## src/rtl/imem_pkg.sv

```systemverilog
// Shared instruction-memory constants and the program-loader state encoding.
// The instruction memory and its loader both size themselves from this package.
package imem_pkg;

    localparam int IMEM_ADDR_W = 10;
    localparam int IMEM_DEPTH  = 2 ** IMEM_ADDR_W;

    typedef enum logic [2:0] {
        IDLE   = 3'd0,
        CNT_HI = 3'd1,
        CNT_LO = 3'd2,
        DATA   = 3'd3,
        WRITE  = 3'd4,
        DONE   = 3'd5,
        ERR    = 3'd6
    } loader_state_t;

    // The CPU stays in reset for the whole load and while a bad load is parked in ERR.
    function automatic logic holds_cpu(input loader_state_t s);
        logic hold;
        case (s)
            CNT_HI, CNT_LO, DATA, WRITE, ERR: hold = 1'b1;
            IDLE, DONE:                       hold = 1'b0;
            default:                          hold = 1'b0;
        endcase
        return hold;
    endfunction

    function automatic logic takes_bytes(input loader_state_t s);
        logic rdy;
        case (s)
            CNT_HI, CNT_LO, DATA: rdy = 1'b1;
            default:              rdy = 1'b0;
        endcase
        return rdy;
    endfunction

endpackage

```

## src/rtl/imem_loader_if.sv

```systemverilog
// Byte-stream handshake from the host receiver plus the instruction-memory write port.
// master = stream source / memory side, slave = the loader.
interface imem_loader_if
    import imem_pkg::*;
#(
    parameter int ADDR_W = IMEM_ADDR_W
);
    logic [7:0]        byte_in;
    logic              byte_valid;
    logic              byte_ready;
    logic              wr_en;
    logic [ADDR_W-1:0] wr_addr;
    logic [31:0]       wr_data;

    modport master (
        output byte_in, byte_valid,
        input  byte_ready, wr_en, wr_addr, wr_data
    );

    modport slave (
        input  byte_in, byte_valid,
        output byte_ready, wr_en, wr_addr, wr_data
    );
endinterface

```

## src/rtl/imem_loader.sv

```systemverilog
// Boot loader: length-prefixed big-endian word stream into instruction memory from address 0,
// holding the CPU in reset while the load runs.
module imem_loader
    import imem_pkg::*;
#(
    parameter int ADDR_W = IMEM_ADDR_W,
    parameter int DEPTH  = 2 ** ADDR_W
) (
    input  logic         clk,
    input  logic         rst_n,
    input  logic         start,
    imem_loader_if.slave bus,
    output logic         cpu_hold,
    output logic         done,
    output logic         err
);

    localparam int CW = ADDR_W + 1;
    localparam logic [16:0] DEPTH_17 = 17'(DEPTH);

    loader_state_t     state_r;
    loader_state_t     state_nx_s;
    logic [7:0]        cnt_hi_r;
    logic [CW-1:0]     n_r;
    logic [CW-1:0]     addr_r;
    logic [1:0]        byte_idx_r;
    logic [23:0]       asm_r;
    logic              byte_ready_r;
    logic              wr_en_r;
    logic [ADDR_W-1:0] wr_addr_r;
    logic [31:0]       wr_data_r;
    logic              cpu_hold_r;
    logic              done_r;
    logic              err_r;

    logic              accept_s;
    logic [15:0]       count_s;
    logic              count_bad_s;
    logic              last_s;

    assign accept_s    = bus.byte_valid & byte_ready_r;
    assign count_s     = {cnt_hi_r, bus.byte_in};
    assign count_bad_s = (count_s == 16'd0) || ({1'b0, count_s} > DEPTH_17);
    // Word counter is one bit wider than the address so a full DEPTH load is representable.
    assign last_s      = (addr_r == (n_r - CW'(1)));

    // State register
    always_ff @(posedge clk or negedge rst_n) begin
        if (!rst_n) begin
            state_r <= IDLE;
        end else begin
            state_r <= state_nx_s;
        end
    end

    // Next-state decode
    always_comb begin
        state_nx_s = state_r;
        case (state_r)
            IDLE, ERR: begin
                if (start) state_nx_s = CNT_HI;
                else       state_nx_s = state_r;
            end
            CNT_HI: begin
                if (accept_s) state_nx_s = CNT_LO;
                else          state_nx_s = CNT_HI;
            end
            CNT_LO: begin
                if (!accept_s)       state_nx_s = CNT_LO;
                else if (count_bad_s) state_nx_s = ERR;
                else                 state_nx_s = DATA;
            end
            DATA: begin
                if (accept_s && (byte_idx_r == 2'd3)) state_nx_s = WRITE;
                else                                  state_nx_s = DATA;
            end
            WRITE: begin
                if (last_s) state_nx_s = DONE;
                else        state_nx_s = DATA;
            end
            DONE:    state_nx_s = IDLE;
            default: state_nx_s = IDLE;
        endcase
    end

    // Count capture, byte assembly and address stepping
    always_ff @(posedge clk or negedge rst_n) begin
        if (!rst_n) begin
            cnt_hi_r   <= 8'd0;
            n_r        <= '0;
            addr_r     <= '0;
            byte_idx_r <= 2'd0;
            asm_r      <= 24'd0;
            wr_addr_r  <= '0;
            wr_data_r  <= 32'd0;
        end else begin
            case (state_r)
                IDLE, ERR: begin
                    if (start) begin
                        addr_r     <= '0;
                        byte_idx_r <= 2'd0;
                    end
                end
                CNT_HI: begin
                    if (accept_s) cnt_hi_r <= bus.byte_in;
                end
                CNT_LO: begin
                    if (accept_s) n_r <= count_s[CW-1:0];
                end
                DATA: begin
                    if (accept_s) begin
                        asm_r      <= {asm_r[15:0], bus.byte_in};
                        byte_idx_r <= byte_idx_r + 2'd1;
                        if (byte_idx_r == 2'd3) begin
                            wr_data_r <= {asm_r, bus.byte_in};
                            wr_addr_r <= addr_r[ADDR_W-1:0];
                        end
                    end
                end
                WRITE: begin
                    if (!last_s) addr_r <= addr_r + CW'(1);
                end
                default: begin
                    addr_r <= addr_r;
                end
            endcase
        end
    end

    // Outputs registered from the next state so they line up with the state they describe
    always_ff @(posedge clk or negedge rst_n) begin
        if (!rst_n) begin
            byte_ready_r <= 1'b0;
            wr_en_r      <= 1'b0;
            cpu_hold_r   <= 1'b0;
            done_r       <= 1'b0;
            err_r        <= 1'b0;
        end else begin
            byte_ready_r <= takes_bytes(state_nx_s);
            wr_en_r      <= (state_nx_s == WRITE);
            cpu_hold_r   <= holds_cpu(state_nx_s);
            done_r       <= (state_nx_s == DONE);
            err_r        <= (state_nx_s == ERR);
        end
    end

    assign bus.byte_ready = byte_ready_r;
    assign bus.wr_en      = wr_en_r;
    assign bus.wr_addr    = wr_addr_r;
    assign bus.wr_data    = wr_data_r;
    assign cpu_hold       = cpu_hold_r;
    assign done           = done_r;
    assign err            = err_r;

endmodule

```

## src/flat_wrapper.sv

```systemverilog
// flat-port wrapper written by rule: the top's interface ports become plain ports
module imem_loader_flat import imem_pkg::*;
#(
    parameter int ADDR_W = IMEM_ADDR_W,
    parameter int DEPTH  = 2 ** ADDR_W
)
  (clk, rst_n, start, cpu_hold, done, err, bus_byte_in, bus_byte_valid, bus_byte_ready, bus_wr_en, bus_wr_addr, bus_wr_data);
  imem_loader_if #(.ADDR_W(ADDR_W)) bus_i ();
  input  logic clk;
  input  logic rst_n;
  input  logic start;
  output logic cpu_hold;
  output logic done;
  output logic err;
  input wire logic [$bits(bus_i.byte_in)-1:0] bus_byte_in;
  input wire logic [$bits(bus_i.byte_valid)-1:0] bus_byte_valid;
  output wire logic [$bits(bus_i.byte_ready)-1:0] bus_byte_ready;
  output wire logic [$bits(bus_i.wr_en)-1:0] bus_wr_en;
  output wire logic [$bits(bus_i.wr_addr)-1:0] bus_wr_addr;
  output wire logic [$bits(bus_i.wr_data)-1:0] bus_wr_data;
  assign bus_i.byte_in = bus_byte_in;
  assign bus_i.byte_valid = bus_byte_valid;
  assign bus_byte_ready = bus_i.byte_ready;
  assign bus_wr_en = bus_i.wr_en;
  assign bus_wr_addr = bus_i.wr_addr;
  assign bus_wr_data = bus_i.wr_data;
  imem_loader #(.ADDR_W(ADDR_W), .DEPTH(DEPTH)) u_core (.clk(clk), .rst_n(rst_n), .start(start), .bus(bus_i), .cpu_hold(cpu_hold), .done(done), .err(err));
endmodule
```

## config.mk

```make
export PLATFORM = sky130hd
export DESIGN_NAME = imem_loader_flat
export DESIGN_NICKNAME = d
export VERILOG_FILES = /design/src/rtl/imem_pkg.sv /design/src/rtl/imem_loader_if.sv /design/src/rtl/imem_loader.sv /design/src/flat_wrapper.sv
export SDC_FILE = /design/constraint.sdc
export NUM_CORES = 1
export LEC_CHECK = 0
export BUFFER_PORTS_ARGS = -buffer_cell sky130_fd_sc_hd__clkbuf_2
export CAP_MARGIN = 15
export CORE_UTILIZATION = 52
export DETAILED_ROUTE_END_ITERATION = 7
export GPL_TIMING_DRIVEN = 0
export PLACE_DENSITY = 0.74
export SKIP_LAST_GASP = 1
export SLEW_MARGIN = 20
export SYNTH_ARGS = -nofsm -noshare
export SYNTH_HDL_FRONTEND = slang
export SYNTH_SLANG_ARGS = --single-unit
```

## constraint.sdc

```tcl
create_clock -name clk -period 2.6 [get_ports clk]
set_input_delay 0 -clock clk [delete_from_list [all_inputs] [get_ports clk]]
set_output_delay 0 -clock clk [all_outputs]
set_load 0.01 [all_outputs]
```

==> impl_metrics.json <==
{
  "outcome": "finished, violations left",
  "violations": "setup timing",
  "cts-root-buf": "clkbuf_8",
  "async_reset_ff_share_pct": 100,
  "first_pass_iters": 4,
  "ys_ff_latch": 106,
  "cts_tree": "done",
  "yosys.area.top_type_share_pct": 57.6,
  "dieWidth_um": 96.1,
  "layout.cells.non_filler": 551,
  "synth_cells": 355,
  "combPwrFrac_pct": 36.7,
  "dp.cells": 519,
  "p_clk_share_pct": 16.9,
  "grt_pass1_vias": 3062,
  "drtAntennaViolNets": 0,
  "finalNetCount": 456,
  "critPathKind": "flop to flop",
  "clk_pin_slew_worst_paths_ns": 0.11,
  "endpoint_kind": "flop",
  "synth_flop_cell": "dfrtp_1",
  "pre_cts_slack_ns": -0.242,
  "drc": 0,
  "p_per_area_nw_per_um2": 1100,
  "slew_headroom_pct": 51.0,
  "synth_seq_area_share_pct": 57.6,
  "h-tree-depth": 3,
  "worst_pin_slew_ns": 0.731,
  "finalCritPeriodShare_pct": 102,
  "track_usage_pct": 21.8,
  "top_layer_used": "met4",
  "grt_pass1_wl_um": 15000,
  "fmax_ghz": 0.377,
  "critPathArrivalTime_ns": 2.89,
  "clk_path_buf_depth": 2,
  "ir_drop_mv": 0.614,
  "synth_cell_types": 45,
  "vias": 3112,
  "setup_viol": 8,
  "critPathRequiredTime_ns": 2.84,
  "wirelength_um": 9150,
  "cp_cell_sequence": "inv_2 > ha_4 > or4b_1 > nor3_2 > xnor2_1 > or4_4 > o311ai_4 > buf_4 > or4_1 > a21oi_1",
  "drive_gt1_share_pct": 41.5,
  "min_path_type": "input port to flop",
  "final_common_cell": "dfrtp_1",
  "ys.warnings.count": 0,
  "power_frac_seq_pct": 46.4,
  "start_kind": "flop",
  "p_int_w": 0.00384,
  "cp_max_fo": 4,
  "place.detailed.hpwl_um": 6450,
  "cts_sinks": 106,
  "slowest_delay_ns": 0.55,
  "rows": 33,
  "max_cap_violations": 0,
  "yosys.area.top_type": "dfrtp_1",
  "wl_met1_um": 4360,
  "wire_per_inst_um": 16.6,
  "viasPerCell": 5.65,
  "finClkSkew_ns": 0.0144,
  "met3WireLength_um": 324,
  "drt_iter0_drc": 183,
  "netlist_area_um2": 4610,
  "clk_latency_ns": 0.38,
  "antenna_found_initial": 0,
  "start_util_pct": 54.9,
  "rsz0062_at_grt": "true",
  "dieArea_um2": 9240,
  "coreArea_um2": 8380,
  "cts_made_buffers": 9,
  "p_total_w": 0.00600,
  "finalWorstSetupSlack_ns": -0.0491,
  "synth_nets": 370,
  "grt_overflow": 0,
  "leakage_nw": 2.59,
  "final_cell_mix": "dfrtp_1 (106), mux2_2 (83), clkbuf_2 (57)",
  "p_sw_share_pct": 36.0,
  "hold_viol_final": 0,
  "syn2layout_area_growth_pct": 18.6,
  "p_sw_w": 0.00216,
  "boundaryPins": 59,
  "die_height_um": 96.1,
  "synth-edff-count": 0,
  "gp_congestion": 0.863,
  "portBuffers": 58,
  "slew_viol_final": 0,
  "diodes": 0,
  "grt_max_degree": 59,
  "slowest_stage": "or4_4",
  "synth.avg_cell_area_um2": 13.0,
  "wl_met2_um": 4290,
  "fin_crit_ns": 2.65,
  "ys_top_cells_by_area": "dfrtp_1 (58%), mux2_2 (20%), nand2_1 (1.9%)"
}
==> cells in the mapped netlist, types with 3 or more instances <==
cell type	instances
mux2_2	83
xnor2_1	8
and3_1	5
inv_1	7
nor2_1	10
or4_1	6
xor2_1	5
ha_1	3
o22ai_1	3
or3_1	4
nand4_1	5
clkbuf_1	8
nor3_1	8
nand2_1	23
o21ai_1	3
a21oi_1	12
nand3_1	7
o211ai_1	4
dfrtp_1	106
o21ai_0	7
nor4_1	3
==> flip-flops by register name, summed over array words and instances, names as in the netlist <==
signal                 cells
u_core.addr_r             11
u_core.asm_r              24
u_core.bus.byte_ready      1
u_core.bus.wr_addr        10
u_core.bus.wr_data        32
u_core.bus.wr_en           1
u_core.byte_idx_r          2
u_core.cnt_hi_r            8
u_core.cpu_hold            1
u_core.done                1
u_core.err                 1
u_core.n_r                11
u_core.state_r             3
==> cell families (layout without fill, tap and decap cells) <==
group                    count (synthesis)  count (layout)  synth area share (%)
buffers and inverters                   20             111                  1.96
flip-flops                             106             106                  57.6
AO/OA/AOI/OAI                           42              42                  6.25
AND/OR/NAND/NOR                         86              86                  10.2
multiplexers                            85              85                  20.7
XOR/XNOR                                13              13                  2.47
adder cells (fa/ha/maj)                  3               3                 0.815
==> metrics by stage <==
stage | hold WS, ns | util [%] | setup TNS [ns] | cell area [um2]
floorplan | -0.296 | - | 0 | 4620
global route | 0.0942 | 65.2 | -1.16 | 5460
detailed placement | -0.0211 | 60.6 | -3.36 | 5080
global placement | 0.301 | 60.1 | -2.22 | 5040
finish | 0.0645 | 65.2 | -0.209 | 5460
CTS | 0.0540 | 64.9 | -0.647 | 5440
==> critical path, delay by kind of cell, from the launching register on <==
family,cells,cell delay [ns]
buffers and inverters,2,0.26
XOR/XNOR,1,0.09
AO/OA/AOI/OAI,2,0.43
flip-flops,1,0.40
adder cells (fa/ha/maj),1,0.13
AND/OR/NAND/NOR,4,1.22
==> final cells by class <==
| class | instances | area [um2] |
|---|---|---|
| buffer | 11 | 56.3 |
| clock buffer | 9 | 124 |
| timing repair buffer | 76 | 480 |
| fill | 626 | 2920 |
| tap | 105 | 131 |
| sequential | 106 | 2650 |
| clock inverter | 7 | 83.8 |
| multi-input combinational | 229 | 1900 |
| inverter | 8 | 30.0 |
==> per-layer routing <==
metal	GRT usage, %	vias to the layer above
met5	0	-
met1	30.4	1548
met4	7.96	0
met2	34.1	86
met3	3.87	16
li1	-	1462
==> power groups by stage <==
stage / clock network [W] / logic [W] / registers, W
floorplan: 0 / 0.00140 / 0.00280
global placement: 0 / 0.00198 / 0.00280
detailed placement: 0 / 0.00207 / 0.00283
CTS: 0.00104 / 0.00219 / 0.00278
global route: 0.00110 / 0.00244 / 0.00288
finish: 0.00101 / 0.00220 / 0.00278
==> final timing paths <==
kind | startpoint | to | slack (ns) | depth (start not counted)
setup / recovery | u_core.n_r[0] | u_core.addr_r[8] | -0.05 | 10
hold / removal | start | u_core.addr_r[2] | 0.06 | 4
setup reg to reg | u_core.n_r[0] | u_core.addr_r[8] | -0.05 | 10
hold reg to reg | u_core.cnt_hi_r[6] | u_core.cnt_hi_r[6] | 0.51 | 1
max in group asynchronous | rst_n | u_core.bus.wr_data[18] | 1.87 | 3
min in group asynchronous | rst_n | u_core.addr_r[7] | 0.12 | 2
==> timing repair <==
action	4_1_cts	5_1_grt
gates cloned	1	0
gates resized for setup	4	3
setup buffers	7	0
pin swaps	3	3
hold buffers	9	0
endpoints found under the setup margin	20	12
endpoints found under the hold margin	138	0
Power figures use the tool's default switching activity.
